File: config.mk
export PLATFORM = sky130hd
export DESIGN_NAME = muldiv_unit
export DESIGN_NICKNAME = d
export VERILOG_FILES = /design/src/rtl/muldiv_unit.sv
export SDC_FILE = /design/constraint.sdc
export NUM_CORES = 1
export LEC_CHECK = 0
export ABC_AREA = 0
export CORE_MARGIN = 3
export CORE_UTILIZATION = 30
export CTS_CLUSTER_SIZE = 20
export DETAILED_ROUTE_END_ITERATION = 10
export PLACE_DENSITY = 0.46
export SYNTH_ARGS = -nofsm -noshare
export SYNTH_HDL_FRONTEND = slang
export SYNTH_SLANG_ARGS = --single-unit
File: constraint.sdc
create_clock -name clk -period 3.34 [get_ports clk]
set_clock_uncertainty 0.05 [all_clocks]
set_input_delay 0.668 -clock clk [delete_from_list [all_inputs] [get_ports clk]]
set_output_delay 0.668 -clock clk [all_outputs]
set_load 0.02 [all_outputs]
File: src/rtl/muldiv_unit.sv
// Iterative RV32M multiply/divide unit for the EX stage.
// Multiplies by shift-add (LSB first) and divides by restoring division
// (MSB first), one bit per cycle, with a final sign-fix cycle.
module muldiv_unit #(
   parameter int DATA_WIDTH = 32,
   parameter int OP_LENGTH  = 3
) (
   input  logic                  clk,
   input  logic                  reset,
   input  logic                  start,
   input  logic [OP_LENGTH-1:0]  Op,
   input  logic [DATA_WIDTH-1:0] SrcA,
   input  logic [DATA_WIDTH-1:0] SrcB,
   output logic                  busy,
   output logic                  done,
   output logic [DATA_WIDTH-1:0] Result
);

   localparam int W  = DATA_WIDTH;
   localparam int CW = $clog2(DATA_WIDTH);

   typedef enum logic [1:0] {
      S_IDLE,
      S_CALC,
      S_FIX,
      S_DONE
   } state_t;

   state_t                r_state;
   state_t                w_next;

   logic [OP_LENGTH-1:0]  r_op;
   logic [W-1:0]          r_a_mag;
   logic [W-1:0]          r_b_mag;
   logic                  r_neg_res;
   logic                  r_neg_rem;
   logic                  r_dz;
   logic [CW-1:0]         r_cnt;
   logic [2*W-1:0]        r_acc;
   logic [W:0]            r_rem;
   logic [W-1:0]          r_quo;
   logic [W-1:0]          r_result;

   logic                  w_sign_a_en;
   logic                  w_sign_b_en;
   logic                  w_sign_a;
   logic                  w_sign_b;
   logic [W-1:0]          w_a_mag;
   logic [W-1:0]          w_b_mag;
   logic [W:0]            w_mul_sum;
   logic [W+1:0]          w_div_shift;
   logic                  w_div_ge;
   logic [2*W-1:0]        w_prod;
   logic [W-1:0]          w_quo;
   logic [W-1:0]          w_rem;
   logic [W-1:0]          w_result;

   assign Result = r_result;

   // Operand signedness and magnitudes for the request being offered
   always_comb begin
      w_sign_a_en = 1'b0;
      w_sign_b_en = 1'b0;
      if (Op[2]) begin
         w_sign_a_en = ~Op[0];
         w_sign_b_en = ~Op[0];
      end else begin
         w_sign_a_en = (Op[1:0] == 2'b01) || (Op[1:0] == 2'b10);
         w_sign_b_en = (Op[1:0] == 2'b01);
      end
      w_sign_a = SrcA[W-1] & w_sign_a_en;
      w_sign_b = SrcB[W-1] & w_sign_b_en;
      w_a_mag  = w_sign_a ? -SrcA : SrcA;
      w_b_mag  = w_sign_b ? -SrcB : SrcB;
   end

   // One iteration step of the multiply and divide datapaths
   always_comb begin
      w_mul_sum   = {1'b0, r_acc[2*W-1:W]} + (r_acc[0] ? {1'b0, r_a_mag} : '0);
      w_div_shift = {r_rem, r_quo[W-1]};
      w_div_ge    = (w_div_shift >= {2'b00, r_b_mag});
   end

   // Sign fix and result selection, evaluated during FIX
   always_comb begin
      w_prod = r_neg_res ? -r_acc : r_acc;
      w_quo  = r_dz ? '1 : (r_neg_res ? -r_quo : r_quo);
      w_rem  = r_neg_rem ? -r_rem[W-1:0] : r_rem[W-1:0];
      w_result = '0;
      case (r_op)
         3'b000:                   w_result = w_prod[W-1:0];
         3'b001, 3'b010, 3'b011:   w_result = w_prod[2*W-1:W];
         3'b100, 3'b101:           w_result = w_quo;
         default:                  w_result = w_rem;
      endcase
   end

   // State register
   always_ff @(posedge clk) begin
      if (reset) r_state <= S_IDLE;
      else       r_state <= w_next;
   end

   // Next-state logic
   always_comb begin
      w_next = r_state;
      case (r_state)
         S_IDLE: if (start) w_next = S_CALC;
         S_CALC: if (r_cnt == CW'(W-1)) w_next = S_FIX;
         S_FIX:  w_next = S_DONE;
         S_DONE: w_next = S_IDLE;
         default: w_next = S_IDLE;
      endcase
   end

   // Handshake outputs decoded from state
   always_comb begin
      busy = (r_state == S_CALC) || (r_state == S_FIX);
      done = (r_state == S_DONE);
   end

   // Datapath registers: latch on accept, iterate in CALC, publish in FIX
   always_ff @(posedge clk) begin
      if (reset) begin
         r_op      <= '0;
         r_a_mag   <= '0;
         r_b_mag   <= '0;
         r_neg_res <= 1'b0;
         r_neg_rem <= 1'b0;
         r_dz      <= 1'b0;
         r_cnt     <= '0;
         r_acc     <= '0;
         r_rem     <= '0;
         r_quo     <= '0;
         r_result  <= '0;
      end else begin
         case (r_state)
            S_IDLE: begin
               if (start) begin
                  r_op      <= Op;
                  r_a_mag   <= w_a_mag;
                  r_b_mag   <= w_b_mag;
                  r_neg_res <= w_sign_a ^ w_sign_b;
                  r_neg_rem <= w_sign_a;
                  r_dz      <= (SrcB == '0);
                  r_cnt     <= '0;
                  r_acc     <= {{W{1'b0}}, w_b_mag};
                  r_rem     <= '0;
                  r_quo     <= w_a_mag;
               end
            end
            S_CALC: begin
               r_cnt <= r_cnt + 1'b1;
               if (r_op[2]) begin
                  r_rem <= w_div_ge ? (W+1)'(w_div_shift - {2'b00, r_b_mag})
                                    : (W+1)'(w_div_shift);
                  r_quo <= {r_quo[W-2:0], w_div_ge};
               end else begin
                  r_acc <= {w_mul_sum, r_acc[W-1:1]};
               end
            end
            S_FIX: r_result <= w_result;
            default: ;
         endcase
      end
   end

endmodule

# After elaboration in Yosys (flattened, before gate mapping)
# Index checks and enable logic that the tools add are counted.
[totals]
register_bits = 238
latch_bits = 0
ramBits = 0
romBits = 0
inputBits = 70
output_inout_bits = 34
n_memories = 0
[op_classes]
add_sub_neg = 8
multipliers = 0
div_mod_pow = 0
magnitude_cmp = 1
eq_ne = 15
shifts = 0
mux = 25
n_bitwise = 4
n_reduce_logical = 13
[ops]
columns = ["cell", "count"]
rows = [
  ["32-bit two-way mux", 8],
  ["64-bit two-way mux", 3],
  ["32-bit negator", 4],
  ["64-bit one-hot mux with 2 select lines", 1],
  ["33-bit two-way mux", 3],
  ["32-bit one-hot mux with 3 select lines", 1],
  ["33-bit one-hot mux with 2 select lines", 1],
  ["64-bit negator", 1],
  ["32-bit one-hot mux with 2 select lines", 1],
  ["34-bit by 32-bit >= comparator with 1-bit output", 1],
  ["32-bit by 32-bit adder with 33-bit output", 1],
  ["33-bit by 32-bit subtractor with 33-bit output", 1],
  ["32-bit logical NOT", 1],
  ["5-bit one-hot mux with 2 select lines", 1],
  ["2-bit inequality test, second input constant", 4],
  ["2-bit one-hot mux with 4 select lines", 1],
  ["2-bit == test, second input constant", 3],
  ["3-bit by 2-bit == test with 1-bit output, second input constant", 2],
  ["3-bit == test, second input constant", 2],
  ["2-bit AND reduction", 3],
  ["3-bit AND reduction", 2],
  ["5-bit by 1-bit adder with 5-bit output, second input constant", 1],
  ["5-bit == test, second input constant", 1],
  ["5-bit two-way mux", 1],
  ["13 further kinds", 18],
]

# Depth between registers and ports, before layout
[logic_depth]
word_depth = 7
depth_mapped = 15
mapped_depth_nobuf = 13

# Worst setup path after synthesis
# OpenSTA, ideal clock, no wires.
[synth_timing]
path_kind = "flip-flop to flip-flop"
startpoint = "reg r_acc[36]"
endpoint = "reg r_result[26] (netlist: Result[26])"
arrival_ps = 3047
path_slack_ps = 111
stages_incl_launch_ff = 10
path_buffers = 0
period_less_slack_ps = 3229
path_cell_list = "dfxtp_1 or4_4 or4_4 or3_4 or4b_4 or4_1 o21ai_1 o21ai_1 a21oi_1 nor3_1"
[synth_via]
elab_chain_cells = 3
[synth_rtl]
columns = ["item", "line_no", "text"]
rows = [
  ["start, declared", "39", "logic [2*W-1:0] r_acc;"],
  ["start signal, assigned", "147", "r_acc <= {{W{1'b0}}, w_b_mag};"],
  ["start signal, assigned", "159", "r_acc <= {w_mul_sum, r_acc[W-1:1]};"],
  ["64-bit negator", "86", "w_prod = r_neg_res ? -r_acc : r_acc;"],
  ["64-bit two-way mux", "86", ""],
  ["32-bit one-hot mux with 3 select lines", "90", "case (r_op)"],
  ["end signal, assigned", "162", "S_FIX: r_result <= w_result;"],
  ["end, declared", "42", "logic [W-1:0] r_result;"],
]
# No other way between the ends.
# A chain may end at the register's enable or synchronous reset.

# Worst setup path after layout
# Same ends and word-level chain as after synthesis.

==> flow_metrics.py <==
metrics = {
    "outcome": {
        "status": "finished, violations left",
        "failed_checks": "setup timing",
    },
    "worst_hold_path": {
        "worst_hold_startpoint": "r_a_mag[23]",
        "worst_hold_path.endpoint": "r_a_mag[23]",
        "worstHoldPathType": "reg -> reg",
        "worst_hold_path.num_cells": 2,
    },
    "die": {
        "core_area_um2": 56500,
        "dieWidth_um": 245,
        "floorplan.die_area_um2": 60100,
        "floorplan.initialDensity_pct": 30.4,
        "die_y_um": 245,
        "rows": 87,
        "ios": 104,
    },
    "drt": {
        "drc_errors": 0,
        "post_drt_via_cell_ratio": 5.37,
        "drt_first_iter_violations": 1720,
        "drt_pre_antenna_iters": 7,
        "routed_wire_length_per_instance_um": 20.8,
        "routed_wirelength_mm": 69.8,
        "dr_total_vias": 18100,
        "detail-route-antenna-nets": 0,
    },
    "power_and_ir_drop": {
        "combinationalPowerShare_pct": 53.5,
        "p_clk_share_pct": 21.8,
        "worst_case_vdd_ir_drop_uv": 512,
        "power.density_cell_area_nw_per_um2": 814,
        "intPower_mw": 9.61,
        "power_mw": 17.8,
        "seq_power_share_pct": 24.7,
        "leakage_dissipation_nw": 8.60,
        "net-switching-power_mw": 8.23,
        "power.share.switching_pct": 46.1,
    },
    "place": {
        "dp.cells": 3302,
        "post-place-ws_ns": -0.542,
        "post-dp-hpwl_mm": 55.2,
        "place_congestion": 0.966,
        "quantity_of_i_o_buffers_inserted_on_ports": 103,
    },
    "global_routing": {
        "globalRoute.totalOverflow": 0,
        "antenna_found_initial": 0,
        "pin_count_of_the_biggest_net_entering_global_routing": 80,
        "grt.total_usage_pct": 22.7,
        "grt_pass1_wl_mm": 106,
        "grt_pass1_vias": 16900,
    },
    "logic_synthesis": {
        "cell_count_after_synthesis": 2343,
        "synth_ff_type": "dfxtp_1",
        "synth_enable_flop_cells": 0,
        "post_synth_cell_types": 70,
        "asyncSetResetFlopFracSynth_pct": 0,
        "synth-seq-area-share_pct": 27.8,
        "synth_nets": 2492,
        "ys_seq_elements": 238,
        "avgSynthCellArea_um2": 7.33,
        "synth.cell_area_um2": 17200,
        "ys.warnings.count": 0,
    },
    "critical_path": {
        "critical_path.reg2reg.endpoint": "Result[26]",
        "worst_r2r_startpoint": "r_acc[36]",
        "worst-path-max-fanout": 4,
        "worstSetupStartpointType": "flip-flop",
        "crit_chain": "or4_4 > or4_4 > or3_4 > or4b_4 > or4_1 > o21ai_1 > o21ai_1 > a21oi_2 > nor3_1",
        "critical_path_required_ns": 3.71,
        "worstPathArrival_ns": 3.73,
        "crit_path_end_kind": "flip-flop",
        "worstRegToRegCells": 9,
        "worst-r2r-setup-slack_ns": -0.01,
        "worst_path_largest_cell_delay_ns": 0.55,
        "cell_at_the_slowest_stage_of_the_critical_path": "or4_4",
        "setup.worst_path.class": "reg -> reg",
        "critical_path.startpoint": "r_acc[36]",
    },
    "timing": {
        "rsz_0062_raised_after_global_routing": "yes",
        "final_max_tran_viols": 0,
        "max_freq_mhz": 298,
        "hold_viol": 0,
        "slew-limit-headroom_pct": 34.8,
        "min_period_ns": 3.35,
        "tightestPinTransition_ns": 0.966,
        "finalSetupViolCount": 1,
        "period_share_pct": 100,
        "fin_ws_ns": -0.0146,
    },
    "final_layout": {
        "fillerInstances": 5823,
        "antenna_cells_inserted": 0,
        "layout.nets": 2731,
        "area_growth_syn_to_layout_pct": 27.6,
        "fin_cells": 3364,
        "post_route_cells_drive_above_1_share_pct": 13.4,
        "final_standard_cell_utilization_of_the_core_pct": 38.8,
        "multi_input_area_um2": 11800,
        "area.sequential_um2": 4770,
    },
    "flow_run": {
        "maxCapViolCount": 0,
    },
    "clock_tree": {
        "htreeDepth": 2,
        "cts_hold_buf": 0,
        "max_buffers_root_to_sink": 3,
        "clock_slew_at_reported_path_ffs_ns": 0.06,
        "cts_tree": "yes",
        "clk_root_buffer_cell": "clkbuf_16",
        "clk-insertion-delay-late_ns": 0.55,
        "cts-buffers-inserted": 34,
        "post_cts.repair.setup_buffers": 0,
        "clock_net_sink_count": 238,
    },
}
==> cells by family (layout without fill, tap and decap cells) <==
logic type | count (synthesis) | after routing | share of synthesized area, %
xor+xnor | 221 | 221 | 11.3
buf+inv | 219 | 484 | 4.80
flops | 238 | 238 | 27.8
compound gates | 738 | 738 | 27.1
simple gates | 823 | 823 | 21.8
mux | 25 | 25 | 1.46
fa+ha+maj | 79 | 79 | 5.85
==> metal layers <==
metal	share of wire [%]	up-vias	global-route usage [%]
li1	-	8869	-
met5	0	-	0
met4	1.8	0	4.83
met3	6.5	70	3.67
met2	43	525	34.3
met1	49	8596	33.8
==> how the worst max path moves through the flow <==
stage	to	slack, ns	cells past startpoint
3_3_place_gp	r_quo[26]	-0.45	13
2_1_floorplan	Result[26]	0.11	9
6_report	Result[26]	-0.01	9
3_5_place_dp	r_quo[26]	-0.54	13
4_1_cts	Result[21]	0.02	9
5_1_grt	Result[26]	-0.07	9
==> per-stage QoR <==
| step | instance area (µm²) | hold WS (ns) | TNS [ns] |
|---|---|---|---|
| finish | 21900 | 0.406 | -0.0146 |
| global route | 21900 | 0.439 | -0.198 |
| CTS | 21800 | 0.404 | 0 |
| detailed placement | 20600 | 0.396 | -8.45 |
| global placement | 20600 | 0.399 | -7.38 |
| floorplan | 17200 | 0.382 | 0 |
==> Yosys cell counts (8+ instances only) <==
library cell / instances / area (µm²)
nand2b_1: 19 / 119
or3_1: 26 / 163
a31oi_1: 13 / 81.3
inv_1: 75 / 282
nand3_1: 32 / 160
nor2_1: 213 / 800
mux2i_1: 25 / 250
a22oi_1: 18 / 135
clkbuf_1: 131 / 492
a311oi_1: 14 / 123
nand4_1: 12 / 75.1
or4_1: 16 / 120
xnor2_1: 134 / 1170
a221oi_1: 12 / 105
nor2b_1: 10 / 62.6
o41ai_1: 35 / 307
and3_1: 17 / 106
o31ai_1: 45 / 338
dfxtp_1: 238 / 4760
xor2_1: 87 / 762
a21o_1: 32 / 240
and2_1: 43 / 269
nand2_1: 344 / 1290
o211ai_1: 8 / 60.1
a211oi_1: 77 / 578
a21oi_1: 177 / 886
buf_1: 12 / 45.0
o21ai_0: 230 / 1150
nor4_1: 23 / 144
ha_1: 77 / 963
o21a_1: 8 / 60.1
nor3_1: 44 / 220
==> timing repair <==
item	in CTS	in global routing
pin swaps	2	1
setup endpoints to repair	4	32
resized for setup	6	28
==> power groups by stage <==
stage	Clock, mW	Combinational (mW)	Sequential (mW)
after floorplan	0	5.40	4.35
after global placement	0	9.24	4.44
after detailed placement	0	9.30	4.46
after CTS	3.97	9.35	4.40
after global routing	4.07	10.4	4.51
final	3.88	9.54	4.41
==> layout by cell type, fill, tap and decap left out, drive strengths merged, types with 14 or more instances in the layout <==
cell,instances
o21ai,233
nor2,213
buf,245
nor3,44
clkdlybuf4s50,102
a21o,32
xor2,87
or3,27
and2,43
o31ai,46
a311oi,14
inv,76
and3,17
nand2,344
a211oi,77
ha,77
a22oi,18
nand2b,19
nand3,32
nor4,24
o41ai,35
dfxtp,238
or4,18
a21oi,177
xnor2,134
clkbuf,54
mux2i,25
==> final cells by class <==
cell class / instances / area share, %
clock buffer: 54 / 4.88
sequential: 238 / 21.8
inverter: 75 / 1.29
tap: 756 / 4.32
multi-input combinational: 1886 / 53.7
timing repair buffer: 347 / 13.5
clock inverter: 8 / 0.560
==> registers in the layout, indices dropped and copies added, names as in the netlist <==
signal,cells
r_op,3
r_rem,33
r_neg_rem,1
r_a_mag,32
r_quo,32
r_state,2
r_b_mag,32
r_acc,64
r_cnt,5
r_neg_res,1
r_dz,1
Result,32
==> critical path: cells and delay by family (launching register included) <==
kind	cells	cell delay (ns)
simple gates	6	2.42
flops	1	0.32
compound gates	3	0.44
Note: power is estimated with default switching activity, not from simulation.
